[src/rtl/bcd_score_counter.sv]
// N-digit BCD up/down score/timer counter with load, clear, wrap or saturate,
// zero/max/win decodes and registered overflow/underflow pulses.
//
// Ports:
//   clk, reset        rising-edge clock, async active-high reset
//   clear, load       sync clear to 0 / sync load of load_val (nibbles > 9 -> 9)
//   load_val          BCD load value, nibble k = 10^k digit
//   inc, dec          count up / down one step (both high: no change)
//   digits            current count, BCD, nibble 0 = units
//   is_zero, is_max   count == 0 / every digit == 9
//   win               count >= WIN_SCORE (0 when WIN_SCORE == 0)
//   ovf, unf          one-cycle pulse on inc at max / dec at 0
module bcd_score_counter #(
  parameter int DIGITS    = 2,
  parameter bit WRAP      = 1'b1,
  parameter int WIN_SCORE = 0
) (
  input  logic                  clk,
  input  logic                  reset,
  input  logic                  clear,
  input  logic                  load,
  input  logic [4*DIGITS-1:0]   load_val,
  input  logic                  inc,
  input  logic                  dec,
  output logic [4*DIGITS-1:0]   digits,
  output logic                  is_zero,
  output logic                  is_max,
  output logic                  win,
  output logic                  ovf,
  output logic                  unf
);

  localparam int W = 4 * DIGITS;

  if ((DIGITS < 1) || (DIGITS > 6)) begin : g_bad_digits
    $error("bcd_score_counter: DIGITS must be 1..6");
  end

  if ((WIN_SCORE < 0) || (WIN_SCORE >= 10 ** DIGITS)) begin : g_bad_win
    $error("bcd_score_counter: WIN_SCORE out of range");
  end

  function automatic logic [W-1:0] to_bcd(input int v);
    logic [W-1:0] r;
    int t;
    r = '0;
    t = v;
    for (int k = 0; k < DIGITS; k++) begin
      r[4*k +: 4] = 4'(t % 10);
      t = t / 10;
    end
    return r;
  endfunction

  localparam logic [W-1:0] WIN_BCD = to_bcd(WIN_SCORE);

  logic [W-1:0] digits_q, digits_d;
  logic         ovf_q, ovf_d;
  logic         unf_q, unf_d;

  logic [W-1:0] inc_v, dec_v, ld_v;
  logic         cy, bw;
  logic         win_gt, win_eq;

  // Ripple carry/borrow: cy stays set while every lower digit is 9,
  // bw while every lower digit is 0. After the last digit they give
  // the max and zero decodes.
  always_comb begin
    inc_v = digits_q;
    dec_v = digits_q;
    ld_v  = '0;
    cy    = 1'b1;
    bw    = 1'b1;
    for (int k = 0; k < DIGITS; k++) begin
      if (cy) begin
        inc_v[4*k +: 4] = (digits_q[4*k +: 4] == 4'd9) ?
                          4'd0 : digits_q[4*k +: 4] + 4'd1;
      end
      if (bw) begin
        dec_v[4*k +: 4] = (digits_q[4*k +: 4] == 4'd0) ?
                          4'd9 : digits_q[4*k +: 4] - 4'd1;
      end
      cy = cy & (digits_q[4*k +: 4] == 4'd9);
      bw = bw & (digits_q[4*k +: 4] == 4'd0);
      ld_v[4*k +: 4] = (load_val[4*k +: 4] > 4'd9) ?
                       4'd9 : load_val[4*k +: 4];
    end
  end

  assign is_max  = cy;
  assign is_zero = bw;

  always_comb begin
    digits_d = digits_q;
    ovf_d    = 1'b0;
    unf_d    = 1'b0;
    if (clear) begin
      digits_d = '0;
    end else if (load) begin
      digits_d = ld_v;
    end else if (inc && !dec) begin
      // inc_v already rolls over to all zeros at max
      ovf_d    = cy;
      digits_d = (cy && !WRAP) ? digits_q : inc_v;
    end else if (dec && !inc) begin
      // dec_v already rolls under to all nines at zero
      unf_d    = bw;
      digits_d = (bw && !WRAP) ? digits_q : dec_v;
    end
  end

  always_ff @(posedge clk or posedge reset) begin
    if (reset) begin
      digits_q <= '0;
      ovf_q    <= 1'b0;
      unf_q    <= 1'b0;
    end else begin
      digits_q <= digits_d;
      ovf_q    <= ovf_d;
      unf_q    <= unf_d;
    end
  end

  // Decimal magnitude compare, most-significant digit first.
  always_comb begin
    win_gt = 1'b0;
    win_eq = 1'b1;
    for (int k = DIGITS - 1; k >= 0; k--) begin
      if (win_eq) begin
        if (digits_q[4*k +: 4] > WIN_BCD[4*k +: 4]) begin
          win_gt = 1'b1;
          win_eq = 1'b0;
        end else if (digits_q[4*k +: 4] < WIN_BCD[4*k +: 4]) begin
          win_eq = 1'b0;
        end
      end
    end
  end

  assign win    = (WIN_SCORE != 0) && (win_gt || win_eq);
  assign digits = digits_q;
  assign ovf    = ovf_q;
  assign unf    = unf_q;

endmodule

[config.mk]
export PLATFORM = sky130hd
export DESIGN_NAME = bcd_score_counter
export DESIGN_NICKNAME = d
export VERILOG_FILES = /design/src/rtl/bcd_score_counter.sv
export SDC_FILE = /design/constraint.sdc
export NUM_CORES = 1
export LEC_CHECK = 0
export CAP_MARGIN = 20
export CORE_UTILIZATION = 50
export CTS_BUF_LIST = sky130_fd_sc_hd__clkbuf_4 sky130_fd_sc_hd__clkbuf_8
export CTS_CLUSTER_DIAMETER = 200
export CTS_CLUSTER_SIZE = 8
export DETAILED_ROUTE_END_ITERATION = 7
export DONT_BUFFER_PORTS = 1
export HOLD_SLACK_MARGIN = 0.02
export MAX_ROUTING_LAYER = met4
export REMOVE_ABC_BUFFERS = 1
export SYNTH_ARGS = -nofsm -noshare
export SYNTH_HDL_FRONTEND = slang
export SYNTH_SLANG_ARGS = --single-unit
[constraint.sdc]
create_clock -name clk -period 1.9 [get_ports clk]
set_clock_uncertainty 0.1 [all_clocks]
set_input_delay 0.475 -clock clk [delete_from_list [all_inputs] [get_ports clk]]
set_output_delay 0.475 -clock clk [all_outputs]
set_load 0.02 [all_outputs]
* Word level (Yosys, flattened, before mapping) *
Cells that the tools add are included.

operators by class
  reductions and logical operators = 9
  mux-type cells = 19
  multiply operators = 0
  divide/modulo/power cells = 0
  bitwise operators = 2
  add/sub/neg operators = 4
  order comparisons = 2
  equal/unequal tests = 3
  shifts and indexed selects = 0

operators by type and width
  operator             count
  $mux 4               8
  $mux 8               4
  $add 4x1->4 const B  2
  $eq 4x4->1 const B   2
  $gt 4x4->1 const B   2
  $logic_not 4->1      2
  $reduce_bool 4->1    2
  $sub 4x1->4 const B  2
  $mux 1               7
  $ne 4x4->1 const B   1
  $reduce_and 3->1     1
  $and 1x1->1          2
  $logic_and 1x1->1    2
  $logic_not 1->1      2

storage, ports and cells
  output and inout bits = 13
  register bits = 10
  word-level logic and storage cells = 43
  RAM bits = 0
  input bits = 14
  memories = 0
  bits in latches = 0
  bits in read-only memories = 0

* Logic depth before layout (Yosys ltp) *
  depth in word-level cells = 7
  depth in mapped cells = 8

* Worst setup path after synthesis *
Ideal clock, no wire load.

  kind = register -> output
  from = register digits_q[4], in the netlist digits[4]
  to = output port is_zero
  path buffers = 0
  path slack = -0.309 ns
  arrival = 1.634 ns
  stages on the path, launching flop included = 5
  path through = dfrtp_1 > inv_1 > ha_1 > nand2b_1 > nor4_1

between the ends
  word-level cells in the longest chain between the ends = 2

ends and longest elaborated chain
  what                    line  text
  start, declared         57    logic [W-1:0] digits_q, digits_d;
  start signal, assigned  118   digits_q <= digits_d;
  $logic_not 4->1         84    bw = bw & (digits_q[4*k +: 4] == 4'd0);
  $and 1x1->1             84
  end, declared           26    output logic is_zero,

No other way between the ends.

* Worst setup path in the final report *
  from = register digits_q[5], in the netlist digits[5]
  to = output port is_zero

Same word-level chain as after synthesis.

==> metrics.md <==
| Metric | Value |
|---|---|
| Final HPWL DP | between 1500 and 2000 um |
| Clock latency on the worst-skew pair | 280 ps |
| TritonCTS sink count | 10 |
| Failing checks | setup timing |
| Nets | roughly 170 |
| Row Count | 15 |
| Min cycle time layout | 1990 ps |
| Final hold vios | 0 |
| Layout cells sized above 1 | 0.389 |
| Global-route wire length before repair | 4280 um |
| Sequential share of power | 0.297 |
| Commonest non-fill, non-tap cell in the layout | buf_4 |
| Maximum vdd drop | between 0.4 and 0.5 mV |
| GRT Util Overall | 0.288 |
| Fraction of registers with async set/reset | 1.00 |
| Pleak | about 0.0006 uW |
| CTS Buffer Depth | 2 |
| Vias in the first global route | 950 |
| Syn avg cell area | 8.12 um^2 |
| TritonRoute pass-1 iters | 4 |
| Final setup vio count | 4 |
| Clock transition at path regs | 80 ps |
| H-Tree Depth | 1 |
| Maxcap violations | 0 |
| Most frequent cells in the layout | 23 x buf_4, 13 x nand2_1, 11 x nor2_1, 8 x inv_1, 8 x dfrtp_1 |
| Maximum fanout along the worst path | 4 |
| Starting Density | 0.554 |
| WL final | 2890 um |
| Gate Count Post-Synth | 123 |
| Switch share | 0.378 |
| Cell variety after synth | 45 |
| Post-synthesis sequential element count | 10 |
| Startpoint Class | flip-flop |
| CP Data Required Time | 1320 ps |
| Fmax | between 500 and 600 MHz |
| CP arrival | around 1400 ps |
| Sequential area share after synthesis | 0.251 |
| Pint | 523 uW |
| Clock Power Share | 0.250 |
| Tot Pwr | between 800 and 900 uW |
| CP endpoint kind | output port |
| Class of the worst hold path | in2reg |
| Initial antenna violation count | 0 |
| Crit path kind | reg2out |
| Routability cong. | about 0.82 |
| RSZ-0062 raised after global routing | yes |
| Setup WS post-layout | -93.4 ps |
| Die X | 46.7 um |
| DRC viols | 0 |
| Highest routed layer | met4 |
| Via Count | between 1,000 and 1,500 |
| Total net switching power | 318 uW |
| I/O pins | 27 |
| Slew Viols, Final | 0 |
| Remaining Overflow, GRT | 0 |
| YS warnings | 0 |
| # port buffers | 0 |
| DP Worst Slack | 1.52 ps |
| Metal3 WL | 201 um |
| Die H | around 47 um |
| Number of synthesized flops with an enable pin | 0 |
| R2r setup slk | -40 ps |
| Core area | approximately 1800 um^2 |
| TritonCTS buffer count | 3 |
| Ys flop type | dfrtp_1 |
| Area delta synth->final | 36.5% |
| Logic pwr share | 0.453 |
| Wirelength per Cell | 16.6 um |
| Clock root cell | clkbuf_4 |
| Initial drt markers | 31 |
| Met2 WL | 1310 um |
| Diodes inserted | 0 |
| Final Cycle Share | 1.05 |
| CTS tree | built |
| Cell Pwr Density | 617 nW/um^2 |
| Vias per cell | ~6 |
| Post-Syn Area | roughly 1000 um^2 |
| Die area | 2180 um^2 |
| Routed met1 length | ~1300 um |
| Antenna Nets Post-Route | 0 |
| Run status | finished with violations |
| Largest net degree at the start of global routing | 12 |
-- layout make-up --
type,count,area (um^2)
clock buffer,4,36.3
multi-input combinational,94,766
inverter,13,48.8
timing repair buffer,28,228
sequential,10,253
tap,25,31.3
fill,146,439
-- final timing paths --
kind,cells after the start,end,start
min in group asynchronous,2,digits[4]$_DFFE_PP0P_,reset
setup reg to reg,8,digits[6]$_DFFE_PP0P_,digits[0]$_DFFE_PP0P_
setup / recovery,5,is_zero,digits[5]$_DFFE_PP0P_
hold reg to reg,2,digits[3]$_DFFE_PP0P_,digits[3]$_DFFE_PP0P_
max in group asynchronous,2,digits[7]$_DFFE_PP0P_,reset
hold / removal,1,digits[0]$_DFFE_PP0P_,clear
-- cell usage after synthesis (all sizes together), types with 2 or more instances --
cell type / instances / area (um^2)
a2111oi: 2 / 30.0
a21oi: 7 / 35.0
a22oi: 2 / 15.0
a31oi: 2 / 12.5
a32o: 2 / 20.0
a32oi: 2 / 17.5
buf: 6 / 43.8
dfrtp: 10 / 250
ha: 8 / 100
inv: 13 / 48.8
nand2: 14 / 55.1
nand2b: 3 / 18.8
nor2: 12 / 47.6
nor2b: 5 / 33.8
nor4: 2 / 12.5
o21ai: 9 / 56.3
o31ai: 2 / 15.0
xnor2: 2 / 17.5
-- power groups by stage --
stage	combinational, uW	clock [uW]	sequential (uW)
floorplan	167	0	271
global placement	276	0	247
detailed placement	277	0	247
CTS	320	208	244
global route	410	218	252
finish	381	210	250
-- stage by stage --
| stage | hold slack (ps) | TNS, ps | utilization | std cells | area [um^2] |
|---|---|---|---|---|---|
| finish | 144 | -219 | 0.756 | 174 | 1360 |
| global route | 138 | -502 | 0.756 | 174 | 1360 |
| CTS | 143 | -157 | 0.693 | 167 | 1250 |
| detailed placement | 272 | 0 | 0.618 | 159 | 1110 |
| global placement | 271 | 0 | 0.618 | 159 | 1110 |
| floorplan | 215 | -1110 | - | 117 | 955 |
-- worst max-delay path: stages, from the launching register on --
cell	delay, ps
dfrtp_1	400
inv_2	110
ha_4	180
nand2b_4	70
nor4_4	200
buf_4	180
-- flip-flops by register name, indices dropped and copies added (netlist names) --
| name | cells |
|---|---|
| digits | 8 |
| ovf | 1 |
| unf | 1 |
-- per-layer routing --
layer  track usage  vias up
li1              -      492
met3        0.0471        9
met5             -        -
met1         0.399      489
met2         0.425       53
met4        0.0914        0
-- what timing repair did --
item,4_1_cts,5_1_grt
pin swaps,2,7
gates resized for setup,16,12
hold buffers,1,0
cloned,0,0
setup endpoints to repair,2,6
hold endpoints to repair,10,0
buffers inserted,3,7
-- cell families after synthesis --
logic type,share of synthesized area
xor+xnor,0.0175
fa+ha+maj,0.100
other cells,0.00376
simple gates,0.241
compound gates,0.284
buf+inv,0.0927
flops,0.251
mux,0.0100
(Power assumes the default switching activity.)
